### config.mk
export PLATFORM = sky130hd
export DESIGN_NAME = rv32i_multicycle_ctrl
export DESIGN_NICKNAME = d
export VERILOG_FILES = /design/src/rtl/rv32i_multicycle_ctrl.sv
export SDC_FILE = /design/constraint.sdc
export NUM_CORES = 1
export LEC_CHECK = 0
export ABC_AREA = 1
export BUFFER_PORTS_ARGS = -buffer_cell sky130_fd_sc_hd__buf_4
export CAP_MARGIN = 20
export CORE_MARGIN = 2
export CORE_UTILIZATION = 39
export CTS_CLUSTER_DIAMETER = 120
export CTS_CLUSTER_SIZE = 24
export DETAILED_ROUTE_END_ITERATION = 12
export MAX_ROUTING_LAYER = met4
export PLACE_DENSITY = 0.6
export SETUP_SLACK_MARGIN = 0.2
export SYNTH_ARGS = -nofsm -noshare
export SYNTH_HDL_FRONTEND = slang
export SYNTH_SLANG_ARGS = --single-unit
### constraint.sdc
create_clock -name clk -period 6.15 [get_ports clk]
set_input_delay 0.3075 -clock clk [delete_from_list [all_inputs] [get_ports clk]]
set_output_delay 0.3075 -clock clk [all_outputs]
set_load 0.01 [all_outputs]
### src/rtl/rv32i_multicycle_ctrl.sv
// Multicycle control FSM for an RV32I core: sequences fetch, decode, execute, memory and
// writeback over handshaked memories, and traps on illegal opcodes or memory timeouts.
module rv32i_multicycle_ctrl #(
    parameter int unsigned       ADDR_W   = 32,
    parameter logic [ADDR_W-1:0] RESET_PC = '0,
    parameter int unsigned       WAIT_MAX = 15,
    parameter int unsigned       CNT_W    = 32
) (
    input  logic              clk,
    input  logic              rst,
    input  logic              en,
    output logic              imem_req,
    output logic [ADDR_W-1:0] imem_addr,
    input  logic [31:0]       imem_rdata,
    input  logic              imem_valid,
    output logic              dmem_req,
    output logic              dmem_we,
    input  logic              dmem_ready,
    input  logic [31:0]       alu_result,
    input  logic              branch_taken,
    output logic [ADDR_W-1:0] pc,
    output logic [31:0]       ir,
    output logic              reg_we,
    output logic [2:0]        state,
    output logic              trap,
    output logic [1:0]        trap_cause,
    output logic [CNT_W-1:0]  retired
);

    localparam int unsigned WAIT_W = (WAIT_MAX < 1) ? 1 : $clog2(WAIT_MAX + 1);
    localparam logic [WAIT_W-1:0] WaitLast = WAIT_W'(WAIT_MAX);

    localparam logic [6:0] OpLoad   = 7'b0000011;
    localparam logic [6:0] OpStore  = 7'b0100011;
    localparam logic [6:0] OpBranch = 7'b1100011;
    localparam logic [6:0] OpJal    = 7'b1101111;
    localparam logic [6:0] OpJalr   = 7'b1100111;
    localparam logic [6:0] OpLui    = 7'b0110111;
    localparam logic [6:0] OpAuipc  = 7'b0010111;
    localparam logic [6:0] OpReg    = 7'b0110011;
    localparam logic [6:0] OpImm    = 7'b0010011;

    typedef enum logic [2:0] {
        StFetch  = 3'd0,
        StDecode = 3'd1,
        StExec   = 3'd2,
        StMem    = 3'd3,
        StWb     = 3'd4,
        StTrap   = 3'd5
    } state_e;

    state_e              state_q, state_d;
    logic [ADDR_W-1:0]   pc_q, pc_d;
    logic [31:0]         ir_q, ir_d;
    logic [CNT_W-1:0]    ret_q, ret_d;
    logic [1:0]          cause_q, cause_d;
    logic [WAIT_W-1:0]   wait_q, wait_d;
    // Set once en has been sampled high in FETCH; makes imem_req a pure register decode.
    logic                run_q, run_d;

    logic [6:0]          opcode;
    logic                is_load, is_store, is_branch, is_jal, is_jalr, is_legal;
    logic [ADDR_W-1:0]   pc_plus4, alu_addr;

    assign opcode   = ir_q[6:0];
    assign pc_plus4 = pc_q + ADDR_W'(4);
    assign alu_addr = alu_result[ADDR_W-1:0];

    always_comb begin
        is_load   = (opcode == OpLoad);
        is_store  = (opcode == OpStore);
        is_branch = (opcode == OpBranch);
        is_jal    = (opcode == OpJal);
        is_jalr   = (opcode == OpJalr);
        is_legal  = is_load || is_store || is_branch || is_jal || is_jalr ||
                    (opcode == OpLui) || (opcode == OpAuipc) ||
                    (opcode == OpReg) || (opcode == OpImm);
    end

    always_comb begin
        state_d = state_q;
        pc_d    = pc_q;
        ir_d    = ir_q;
        ret_d   = ret_q;
        cause_d = cause_q;
        wait_d  = wait_q;
        run_d   = run_q;
        unique case (state_q)
            StFetch: begin
                if (!run_q) begin
                    run_d = en;
                end else if (imem_valid) begin
                    ir_d    = imem_rdata;
                    run_d   = 1'b0;
                    state_d = StDecode;
                end else if (wait_q == WaitLast) begin
                    cause_d = 2'b10;
                    run_d   = 1'b0;
                    state_d = StTrap;
                end else begin
                    wait_d = wait_q + WAIT_W'(1);
                end
            end
            StDecode: begin
                if (is_legal) begin
                    state_d = StExec;
                end else begin
                    cause_d = 2'b01;
                    state_d = StTrap;
                end
            end
            StExec: begin
                if (is_load || is_store) begin
                    wait_d  = '0;
                    state_d = StMem;
                end else if (is_branch) begin
                    pc_d    = branch_taken ? alu_addr : pc_plus4;
                    ret_d   = ret_q + CNT_W'(1);
                    wait_d  = '0;
                    state_d = StFetch;
                end else begin
                    state_d = StWb;
                end
            end
            StMem: begin
                if (dmem_ready) begin
                    if (is_store) begin
                        pc_d    = pc_plus4;
                        ret_d   = ret_q + CNT_W'(1);
                        wait_d  = '0;
                        state_d = StFetch;
                    end else begin
                        state_d = StWb;
                    end
                end else if (wait_q == WaitLast) begin
                    cause_d = 2'b11;
                    state_d = StTrap;
                end else begin
                    wait_d = wait_q + WAIT_W'(1);
                end
            end
            StWb: begin
                if (is_jal) begin
                    pc_d = alu_addr;
                end else if (is_jalr) begin
                    pc_d = alu_addr & ~ADDR_W'(1);
                end else begin
                    pc_d = pc_plus4;
                end
                ret_d   = ret_q + CNT_W'(1);
                wait_d  = '0;
                state_d = StFetch;
            end
            StTrap: begin
                state_d = StTrap;
            end
            default: begin
                state_d = StFetch;
            end
        endcase
    end

    always_ff @(posedge clk or posedge rst) begin
        if (rst) begin
            state_q <= StFetch;
            pc_q    <= RESET_PC;
            ir_q    <= '0;
            ret_q   <= '0;
            cause_q <= '0;
            wait_q  <= '0;
            run_q   <= 1'b0;
        end else begin
            state_q <= state_d;
            pc_q    <= pc_d;
            ir_q    <= ir_d;
            ret_q   <= ret_d;
            cause_q <= cause_d;
            wait_q  <= wait_d;
            run_q   <= run_d;
        end
    end

    assign imem_req   = (state_q == StFetch) && run_q;
    assign imem_addr  = pc_q;
    assign dmem_req   = (state_q == StMem);
    assign dmem_we    = (state_q == StMem) && is_store;
    assign reg_we     = (state_q == StWb);
    assign trap       = (state_q == StTrap);
    assign trap_cause = cause_q;
    assign state      = state_q;
    assign pc         = pc_q;
    assign ir         = ir_q;
    assign retired    = ret_q;

endmodule

# Word-level counts from Yosys, hierarchy flattened
# Index checks and enable logic that the tools add are counted.
[op_classes] reduce_logical=18 eq_ne=27 n_addsub=3 muxes=40
[ops] operator="two-way mux 32 bit" n=11
[ops] operator="case mux 32 bit (3 select lines)" n=2
[ops] operator="adder 32 x 1 -> 32 bit, second input constant" n=1
[ops] operator="adder 32 x 3 -> 32 bit, second input constant" n=1
[ops] operator="two-way mux 4 bit" n=7
[ops] operator="two-way mux 3 bit" n=8
[ops] operator="== test 7 x 6 -> 1 bit, second input constant" n=3
[ops] operator="== test 7 bit, second input constant" n=3
[ops] operator="case mux 4 bit (4 select lines)" n=1
[ops] operator="case mux 3 bit (5 select lines)" n=1
[ops] operator="== test 7 x 5 -> 1 bit, second input constant" n=2
[ops] operator="inequality test 2 bit, second input constant" n=7
[ops] operator="two-way mux 2 bit" n=6
[ops] operator="AND reduction 5 bit" n=2
[ops] operator="logical OR 1 bit" n=8
[ops] operator="== test 7 x 2 -> 1 bit, second input constant" n=1
[ops] operator="AND reduction 7 bit" n=1
[ops] operator="== test 3 x 2 -> 1 bit, second input constant" n=2
[ops] operator="== test 3 bit, second input constant" n=2
[ops] operator="inequality test 2 x 1 -> 1 bit, second input constant" n=3
[ops] operator="case mux 2 bit (3 select lines)" n=1
[ops] operator="nonzero test 3 bit" n=2
[ops] operator="adder 4 x 1 -> 4 bit, second input constant" n=1
[ops] operator="== test 4 bit, second input constant" n=1
[ops] operator="8 further kinds" n=11
[totals] reg_bits=106 out_inout_bits=138

# Longest topological paths before layout
# Gate-level depths: netlist of the first run.
[depth] ltp_word=11 depth_mapped=12

# Least setup slack after synthesis of the first run
# Ideal clock, no wire load.
[synth_timing] path_type="flip-flop to flip-flop" startpoint="reg ret_q[1], in the netlist retired[1]" endpoint="reg ret_q[24], in the netlist retired[24]" t_arrival_ns=1.552 setup_ns=0.123 n_path_buf=0 path_stages_with_launch=11 slack_ns=4.475 synth_period_minus_slack_ns=1.675 t_required_ns=6.027 path_cell_list="dfrtp_1 ha_1 nand3_1 nor2_1 nand2_1 nor2_1 nand2_1 nor2_4 nand2_1 o21ai_0 nand2_1"
[synth_via] elab_chain_cells=4 elab_cells_between_ends=6 cone_classes="1 x add/sub; 5 x mux"
[synth_rtl] element="start: declaration" line_no="55" rtl="logic [CNT_W-1:0] ret_q, ret_d;"
[synth_rtl] element="start signal: assignment" line_no="176" rtl="ret_q <= ret_d;"
[synth_rtl] element="adder 32 x 1 -> 32 bit (*)" line_no="118, 129, 150"
[synth_rtl] element="two-way mux 32 bit, on equally long branches" line_no="127, 116"
[synth_rtl] element="two-way mux 32 bit, on equally long branches" line_no="126, 113"
[synth_rtl] element="case mux 32 bit (3 select lines) (*)" line_no="88" rtl="unique case (state_q)"
# Every way passes the cells marked *; elsewhere a longest branch is shown, timed or not. The select of a mux whose other input is x is not followed.
# A chain may end at the register's enable or synchronous reset.

# Worst setup path in the final report of the first run
[layout_timing] startpoint="reg state_q[1], in the netlist state[1]" endpoint="reg ret_q[26], in the netlist retired[26]"
[layout_via] elab_chain_cells=3 elab_cells_between_ends=10 cone_classes="7 x eq/ne; 1 x mux; 2 x reduce/logical"
[layout_rtl] element="start: declaration" line_no="52" rtl="state_e state_q, state_d;"
[layout_rtl] element="start signal: assignment" line_no="165" rtl="state_q <= StFetch;"
[layout_rtl] element="start signal: assignment" line_no="173" rtl="state_q <= state_d;"
[layout_rtl] element="== test 3 x 2 -> 1 bit or == test 3 bit (tied branches)" line_no="88"
[layout_rtl] element="inequality test 2 bit (no source line) (tied with other cells)"
[layout_rtl] element="AND reduction 5 bit (no source line)"
# Several ways; a longest one is shown, not always the timed one.

==> flow_summary.json, run 1 <==
{
  "syn_area_per_cell_um2": 7.75,
  "cap_violations": 0,
  "relSlewSlack_pct": 37.1,
  "die_y_um": 132,
  "ir_worst_vdd_mv": 0.203,
  "antenna_found_initial": 0,
  "first_global_vias": 5810,
  "hold_violations": 0,
  "htree_levels": 3,
  "vias": 5949,
  "drt_first_pass_iters": 5,
  "grt_busiest_layer": "met2",
  "dpl.cell_count": 1204,
  "use_met3_pct": 6.48,
  "grt_max_degree": 73,
  "status": "completed",
  "synth.most_common_cell": "nand2_1",
  "finalCritPeriodShare_pct": 37.5,
  "clk_latency_ns": 0.37,
  "timing.fmax_mhz": 434,
  "hold_path_class": "input pin to flip-flop",
  "grt_pass1_wl_mm": 29.8,
  "overflow": 0,
  "ys_types": 39,
  "coreArea_mm2": 0.0160,
  "p_int_mw": 2.01,
  "hold_slack_ns": 0.153,
  "clkPwrFrac_pct": 16.9,
  "synthArstFlopShare_pct": 100,
  "seq_power_share_pct": 35.8,
  "yosysWarnings": 0,
  "num-nets-final": 1073,
  "fin_area_mm2": 0.00816,
  "io_buffers": 207,
  "gp_congestion": 0.876,
  "via_per_inst": 4.87,
  "setup_slack_ns": 3.84,
  "final_cell_count_no_fill": 1221,
  "seqCellArea_mm2": 0.00265,
  "die-width_um": 132,
  "path_max_fanout": 51,
  "grtUsageMet1_pct": 29.2,
  "syn_to_final_growth_pct": 26.8,
  "clock_skew_ns": 0.0115,
  "syn_area_mm2": 0.00644,
  "fin_util_pct": 51.0,
  "ys_top_cells_by_area": "dfrtp_1 (41%), nand2_1 (14%), nor2_1 (5.1%), mux2_2 (4.9%), buf_4 (4.1%)",
  "yosysTopAreaCell": "dfrtp_1",
  "clock-sinks": 106,
  "fin_setup_tns_ns": 0,
  "post_dp_cell_area_mm2": 0.00785,
  "dp_hpwl_mm": 13.7,
  "synth_edf_count": 0,
  "yosys-top-cells-count": "nand2_1 (245), dfrtp_1 (106), nor2_1 (88), inv_1 (70), nand3_1 (46)",
  "p_total_mw": 3.50,
  "cp-end-kind": "flip-flop",
  "diodes": 0,
  "drive_above_1_share_pct": 28.2,
  "power.density_mw_per_mm2": 429,
  "crit_required_ns": 6.41,
  "cts_buffers": 9,
  "grt_use_met2_pct": 32.7,
  "place_ws_ns": 3.83,
  "p_leak_nw": 4.04,
  "multiInputGateArea_mm2": 0.00309,
  "synth_fp_nets": 903,
  "row_count": 46,
  "tightest_slew_ns": 0.943,
  "share_comb_of_total_power_pct": 47.3,
  "ys_ff_latch": 106,
  "period_minus_slack_ns": 2.31,
  "switchingPower_mw": 1.49,
  "synth_ff_type": "dfrtp_1",
  "clock-root-buffer": "clkbuf_16",
  "ff2ff_setup_slack_ns": 3.84,
  "syn_inst": 830,
  "swShare_pct": 42.5,
  "critPathKind": "flip-flop to flip-flop",
  "slew_viol_final": 0,
  "cp.arrival_ns": 2.57,
  "drc_errors": 0,
  "grt_setup_unrepaired": "no",
  "drt-initial-drc-count": 329,
  "ys_seq_area_share_pct": 41.2,
  "fp.dieArea_mm2": 0.0175,
  "clockBufferDepth": 2,
  "initial_utilization_pct": 40.2,
  "synth_top_area_share_pct": 41.2,
  "postRouteAntennaNets": 0,
  "cts_tree": "done",
  "clk_pin_slew_ns": 0.08,
  "start_kind": "flip-flop",
  "num-fill-cells": 1648,
  "track_usage_pct": 21.7,
  "routed_wl_mm": 18.3,
  "routedWlPerCell_um": 15.0,
  "num_io_pins": 208,
  "setup-violations-final": 0
}
## worst max-delay path: stages, from the launching register on
cell	delay, ns
dfrtp_1	0.48
nor2_2	0.19
nand2_2	0.10
nand2_2	0.09
nand2_2	0.07
inv_2	0.08
nand3_4	0.48
nor2_4	0.29
nand2_1	0.16
o21ai_0	0.18
nand2_1	0.06
## sequential cells by signal, indices dropped and copies added, names as in the netlist
| signal | cells |
|---|---|
| wait_q | 4 |
| retired | 32 |
| imem_addr | 32 |
| ir | 32 |
| trap_cause | 2 |
| state | 3 |
| run_q | 1 |
## logic make-up (layout without fill, tap and decap cells)
family | count (synthesis) | after routing | synth area share, %
and+or+nand+nor | 437 | 437 | 28.9
buffers and inverters | 124 | 299 | 10.8
DFF | 106 | 106 | 41.2
AOI/OAI and AO/OA | 97 | 97 | 8.81
xor gates and xnor gates | 35 | 35 | 4.76
muxes | 28 | 28 | 4.90
adders and majority gates | 3 | 3 | 0.583
## worst paths after layout
| check | from | to | depth (start not counted) |
|---|---|---|---|
| min | en | run_q | 3 |
| max in group asynchronous | rst | imem_addr[7] | 4 |
| min in group asynchronous | rst | ir[7] | 3 |
| max | state[1] | retired[26] | 10 |
| min reg2reg | trap_cause[0] | trap_cause[0] | 2 |
| max reg2reg | state[1] | retired[26] | 10 |
## power groups by stage
stage / logic [mW] / clock network [mW] / registers (mW)
floorplan: 1.03 / 0 / 1.29
global placement: 1.66 / 0 / 1.26
detailed placement: 1.67 / 0 / 1.26
CTS: 1.67 / 0.613 / 1.26
global route: 1.84 / 0.639 / 1.30
finish: 1.65 / 0.591 / 1.25
## placed cells by master (no fill, tap or decap), types with 4 or more instances in the layout
cell type / count
nand2_2: 8
nor2_2: 4
a22oi_1: 4
xor2_1: 23
o21ai_2: 4
xnor2_1: 12
nor2_1: 88
a21boi_0: 4
buf_4: 209
inv_1: 69
mux2_2: 28
clkbuf_16: 9
o21ai_1: 16
o211ai_1: 5
dfrtp_1: 106
nand3_1: 46
o21ai_0: 23
nand2_1: 245
nor3_1: 18
a21oi_1: 27
nand4_1: 12
a21boi_1: 6
## area by class of cell
type / instances / share of cell area (%)
Sequential cell: 106 / 32.5
Inverter: 73 / 3.39
Multi-Input combinational cell: 600 / 37.8
Clock inverter: 7 / 0.874
Clock buffer: 9 / 2.76
Timing Repair Buffer: 210 / 19.3
Tap cell: 216 / 3.31
## timing repair
action	CTS	global route
resized for setup	0	0
endpoints found under the hold margin	34	0
setup buffers	0	0
hold buffers	1	0
## metal layers
| metal | up-vias | part of all wire [%] |
|---|---|---|
| li1 | 2988 | - |
| met1 | 2733 | 46 |
| met2 | 215 | 45 |
| met3 | 13 | 8.0 |
| met4 | 0 | 0.82 |
| met5 | - | 0 |
(Power assumes the default switching activity.)
==> inputs of run 2 (changes only) <==
- PLACE_DENSITY: 0.6 -> 0.62
- clock period: 6.15 -> 2 ns (I/O delays scaled with it)
==> flow_summary.json, run 2 (synthesis gave the netlist of run 1 again) <==
{
  "initial_utilization_pct": 40.2,
  "hold_violations": 0,
  "num_io_pins": 208,
  "fin_setup_tns_ns": 0,
  "num-fill-cells": 1543,
  "slew_viol_final": 0,
  "start_kind": "flip-flop",
  "clk_pin_slew_ns": 0.07,
  "io_buffers": 207,
  "routedWlPerCell_um": 15.1,
  "clock-root-buffer": "clkbuf_16",
  "cp.arrival_ns": 1.98,
  "coreArea_mm2": 0.0160,
  "fin_area_mm2": 0.00911,
  "status": "completed",
  "vias": 6395,
  "setup-violations-final": 0,
  "drive_above_1_share_pct": 32.9,
  "die_y_um": 132,
  "seqCellArea_mm2": 0.00266,
  "clock_skew_ns": 0.00805,
  "hold_path_class": "input pin to flip-flop",
  "diodes": 0,
  "crit_required_ns": 2.23,
  "routed_wl_mm": 19.7,
  "first_global_vias": 6041,
  "ff2ff_setup_slack_ns": 0.25,
  "drt_first_pass_iters": 5,
  "hold_slack_ns": 0.0385,
  "cts_tree": "done",
  "syn_to_final_growth_pct": 41.5,
  "antenna_found_initial": 0,
  "cp-end-kind": "flip-flop",
  "final_cell_count_no_fill": 1307,
  "grt_max_degree": 43,
  "ir_worst_vdd_mv": 0.731,
  "final_common_cell": "buf_4",
  "path_max_fanout": 5,
  "p_leak_nw": 4.49,
  "timing.fmax_mhz": 570,
  "cap_violations": 0,
  "critPathKind": "flip-flop to flip-flop",
  "fp.dieArea_mm2": 0.0175,
  "row_count": 46,
  "num-nets-final": 1160,
  "finalCritPeriodShare_pct": 87.7,
  "multiInputGateArea_mm2": 0.00320,
  "cts_buffers": 9,
  "clock-sinks": 106,
  "overflow": 0,
  "dp_hpwl_mm": 14.6,
  "relSlewSlack_pct": 69.7,
  "grt_pass1_wl_mm": 30.2,
  "tightest_slew_ns": 0.453,
  "via_per_inst": 4.89,
  "gp_congestion": 0.913,
  "dpl.cell_count": 1237,
  "drt-initial-drc-count": 380,
  "clk_latency_ns": 0.35,
  "die-width_um": 132,
  "period_minus_slack_ns": 1.75,
  "track_usage_pct": 21.9,
  "grt_setup_unrepaired": "yes",
  "layout.cells.most_common_list": "buf_4 (248), nand2_1 (241), dfrtp_1 (102)",
  "fin_util_pct": 56.9,
  "drc_errors": 0,
  "power.density_mw_per_mm2": 1280,
  "postRouteAntennaNets": 0,
  "clockBufferDepth": 2,
  "post_dp_cell_area_mm2": 0.00815,
  "htree_levels": 3
}
-- run 2: changes by cell type in the layout (fill, tap and decap cells not counted), moves of 4 or more --
cell	change
dlygate4sd3_1	+35
nand2_4	+5
buf_6	+4
nor2_2	+9
dfrtp_2	+4
nor2_1	-12
nand2_1	-4
buf_4	+39
dfrtp_1	-4
buf_12	+5
-- run 2: cell type report --
type | count | share of cell area [%]
Tap cell | 216 | 2.97
Clock inverter | 4 | 0.563
Inverter | 73 | 3.11
Sequential cell | 106 | 29.2
Multi-Input combinational cell | 601 | 35.1
Clock buffer | 11 | 2.67
Timing Repair Buffer | 296 | 26.4
-- run 2: critical path, cell delays in order (launching register included) --
cell     delay (ns)
dfrtp_2        0.46
inv_2          0.11
nand2_2        0.10
nand2_4        0.10
nand2_4        0.07
inv_6          0.08
nand2_2        0.06
nor2_4         0.21
buf_2          0.22
nand2_1        0.08
xnor2_1        0.14
-- run 2: worst paths after layout --
| kind | startpoint | to | cells past startpoint |
|---|---|---|---|
| worst min register to register | trap_cause[0] | trap_cause[0] | 2 |
| worst min-delay path | alu_result[7] | imem_addr[7] | 3 |
| min in group asynchronous | rst | ir[16] | 3 |
| max in group asynchronous | rst | imem_addr[8] | 4 |
| worst max-delay path | state[2] | retired[6] | 10 |
| worst max register to register | state[2] | retired[6] | 10 |
-- run 2: repair_timing --
| action | 4_1_cts | 5_1_grt |
|---|---|---|
| hold buffers | 36 | 0 |
| setup buffers | 0 | 17 |
| cloned | 0 | 2 |
| setup endpoints to repair | 15 | 50 |
| pin swaps | 0 | 7 |
| gates resized for setup | 6 | 46 |
| hold endpoints to repair | 47 | 0 |
-- run 2: where the power goes --
| part | switching (mW) | leakage (nW) | internal (mW) |
|---|---|---|---|
| Sequential | 0.785 | 1.30 | 2.92 |
| Clock | 0.834 | 0.142 | 1.00 |
| Combinational | 3.12 | 3.05 | 2.99 |
| Total | 4.74 | 4.49 | 6.91 |
-- run 2: stage by stage --
stage / power (mW) / setup slack [ns]
after floorplan: 7.12 / 0.325
after global placement: 9.34 / 0.172
after detailed placement: 9.40 / 0.163
after CTS: 11.4 / 0.217
after global routing: 12.4 / 0.109
final: 11.6 / 0.246
-- run 2: per-layer routing --
| layer | vias up | routed length [µm] | GRT usage, % |
|---|---|---|---|
| li1 | 3161 | - | - |
| met5 | - | 0 | - |
| met1 | 2995 | 9020 | 28.8 |
| met4 | 0 | 140 | 3.70 |
| met2 | 223 | 9270 | 35.6 |
| met3 | 16 | 1280 | 4.60 |
==> inputs of run 3 (changes only) <==
- ABC_AREA: 1 -> 0
- CTS_BUF_LIST: unset -> sky130_fd_sc_hd__clkbuf_8 sky130_fd_sc_hd__clkbuf_16
- PLACE_DENSITY: 0.62 -> 0.64
==> flow_summary.json, run 3 <==
{
  "clock-root-buffer": "clkbuf_16",
  "fin_area_mm2": 0.00944,
  "timing.fmax_mhz": 501,
  "syn_area_per_cell_um2": 10.1,
  "critPathKind": "flip-flop to flip-flop",
  "num_io_pins": 208,
  "clock-sinks": 106,
  "path_max_fanout": 8,
  "hold_violations": 0,
  "swShare_pct": 40.4,
  "drt_first_pass_iters": 5,
  "share_comb_of_total_power_pct": 59.4,
  "fp.dieArea_mm2": 0.0157,
  "dp_hpwl_mm": 12.3,
  "cts_buffers": 9,
  "yosys-top-cells-count": "dfrtp_1 (106), nand2_1 (46), nand3_1 (35), buf_4 (34), mux2_2 (34)",
  "hold_path_class": "input pin to flip-flop",
  "power.density_mw_per_mm2": 1430,
  "status": "completed",
  "overflow": 0,
  "clk_latency_ns": 0.35,
  "crit_required_ns": 2.24,
  "ys_types": 58,
  "syn_inst": 566,
  "tightest_slew_ns": 0.600,
  "clock_skew_ns": 0.00585,
  "antenna_found_initial": 0,
  "clkPwrFrac_pct": 13.3,
  "cp-end-kind": "flip-flop",
  "p_int_mw": 8.03,
  "synth_ff_type": "dfrtp_1",
  "drc_errors": 0,
  "diodes": 0,
  "synth_fp_nets": 639,
  "slew_viol_final": 0,
  "synth_top_area_share_pct": 46.3,
  "grt_pass1_wl_mm": 28.5,
  "cpLargestDelayFamily": "simple AND/OR/NAND/NOR gates",
  "synth_edf_count": 0,
  "final_common_cell": "buf_4",
  "crit_chain": "nand4_1, or4_4, nor4_4, buf_6, nand4_1, xnor2_1",
  "gp_congestion": 0.880,
  "num-fill-cells": 1113,
  "synthArstFlopShare_pct": 100,
  "syn_to_final_growth_pct": 64.8,
  "grt_max_degree": 107,
  "relSlewSlack_pct": 59.7,
  "synth.most_common_cell": "dfrtp_1",
  "die-width_um": 125,
  "row_count": 44,
  "num-nets-final": 935,
  "yosysTopAreaCell": "dfrtp_1",
  "p_leak_nw": 4.31,
  "period_minus_slack_ns": 2.00,
  "slowest_delay_ns": 0.50,
  "switchingPower_mw": 5.45,
  "yosysWarnings": 0,
  "layout.cells.most_common_list": "buf_4 (274), dfrtp_1 (98), dlygate4sd3_1 (38)",
  "path_common_cell": "nand4_1",
  "htree_levels": 3,
  "coreArea_mm2": 0.0144,
  "finalCritPeriodShare_pct": 99.8,
  "routedWlPerCell_um": 17.9,
  "routed_wl_mm": 18.8,
  "die_y_um": 125,
  "drt-initial-drc-count": 398,
  "postRouteAntennaNets": 0,
  "ys_ff_latch": 106,
  "initial_utilization_pct": 39.7,
  "vias": 5697,
  "crit_slowest_cell": "or4_4",
  "first_global_vias": 5590,
  "post_dp_cell_area_mm2": 0.00781,
  "cts_tree": "done",
  "ys_top_cells_by_area": "dfrtp_1 (46%), mux2_2 (6.7%), buf_4 (4.5%), xnor2_1 (3.8%), a2bb2oi_1 (3.2%)",
  "seq_power_share_pct": 27.3,
  "cp.arrival_ns": 2.23,
  "grt_setup_unrepaired": "yes",
  "fin_util_pct": 65.4,
  "start_kind": "flip-flop",
  "clk_pin_slew_ns": 0.08,
  "io_buffers": 207,
  "via_per_inst": 5.42,
  "clockBufferDepth": 2,
  "setup-violations-final": 0,
  "syn_area_mm2": 0.00573,
  "ys_seq_area_share_pct": 46.3,
  "p_total_mw": 13.5,
  "track_usage_pct": 23.0,
  "drive_above_1_share_pct": 53.3,
  "cap_violations": 0,
  "ir_worst_vdd_mv": 0.770,
  "critical_path_buf_inv_count": 1
}
==> run 3: cell count changes after synthesis, moves of 13 or more <==
| cell | previous run | this run |
|---|---|---|
| nand2_1 | 245 | 46 |
| nor2_1 | 88 | 15 |
| inv_1 | 70 | 16 |
| a2bb2oi_1 | 0 | 21 |
| o21ai_1 | 16 | 1 |
| xor2_1 | 23 | 8 |
| xnor2_1 | 12 | 25 |
==> run 3: timing repair <==
action,in CTS,in global routing
setup buffers,13,12
endpoints found under the setup margin,68,101
resized for setup,64,66
cloned,1,8
hold buffers,38,0
pin swaps,28,28
endpoints found under the hold margin,143,0
==> run 3: routing by layer <==
layer  part of all wire [%]  GRT usage [%]
met1                     41           28.1
met2                     51           38.2
met3                    5.9           5.48
met4                    1.9           6.47
met5                      0              -
==> run 3: worst reg2reg max path, cell delays in order, from the launching register on <==
cell	delay (ns)
dfrtp_1	0.39
nand4_1	0.16
or4_4	0.50
nor4_4	0.34
buf_6	0.19
nand4_1	0.12
xnor2_1	0.17
==> run 3: power by group through the flow <==
| stage | registers (mW) | logic (mW) | clock network, mW |
|---|---|---|---|
| after global routing | 3.81 | 8.50 | 1.93 |
| after global placement | 3.61 | 6.45 | 0 |
| after floorplan | 4.03 | 3.41 | 0 |
| final | 3.68 | 8.00 | 1.79 |
| after detailed placement | 3.65 | 6.52 | 0 |
| after CTS | 3.66 | 7.05 | 1.84 |
==> run 3: worst paths after layout <==
kind	end	slack [ns]	from	depth (start not counted)
min in group asynchronous	trap_cause[1]	0.46	rst	4
worst min register to register	retired[31]	0.50	retired[31]	1
worst max register to register	retired[28]	0.005	retired[13]	6
max in group asynchronous	imem_addr[3]	1.07	rst	4
worst max-delay path	retired[28]	0.005	retired[13]	6
worst min-delay path	imem_addr[5]	0.02	alu_result[5]	3
==> run 3: stage by stage <==
step	std cells	hold WS [ns]	TNS (ns)	setup slack, ns
floorplan	566	0.236	0	0.0417
global placement	963	0.324	0	0.0309
detailed placement	963	0.326	-0.0501	-0.0420
CTS	1031	0.00347	-0.000884	-0.000884
global route	1051	0.0457	-0.942	-0.0900
finish	1051	0.0151	0	0.00496
==> run 3: kinds of logic after synthesis <==
kind of cell	share of synthesized area, %
buffers and inverters	7.67
and+or+nand+nor	17.4
DFF	46.3
AOI/OAI and AO/OA	14.4
adders and majority gates	0.830
xor gates and xnor gates	5.05
muxes	8.26
==> run 3: area by class of cell <==
cell class	count	area (µm²)	share of cell area, %
clock buffers	10	239	2.53
clock inverters	6	53.8	0.570
inverters	16	63.8	0.676
multi-input cells	384	3240	34.3
flip-flops and latches	106	2660	28.2
well taps	184	230	2.44
repair buffers	345	2950	31.2
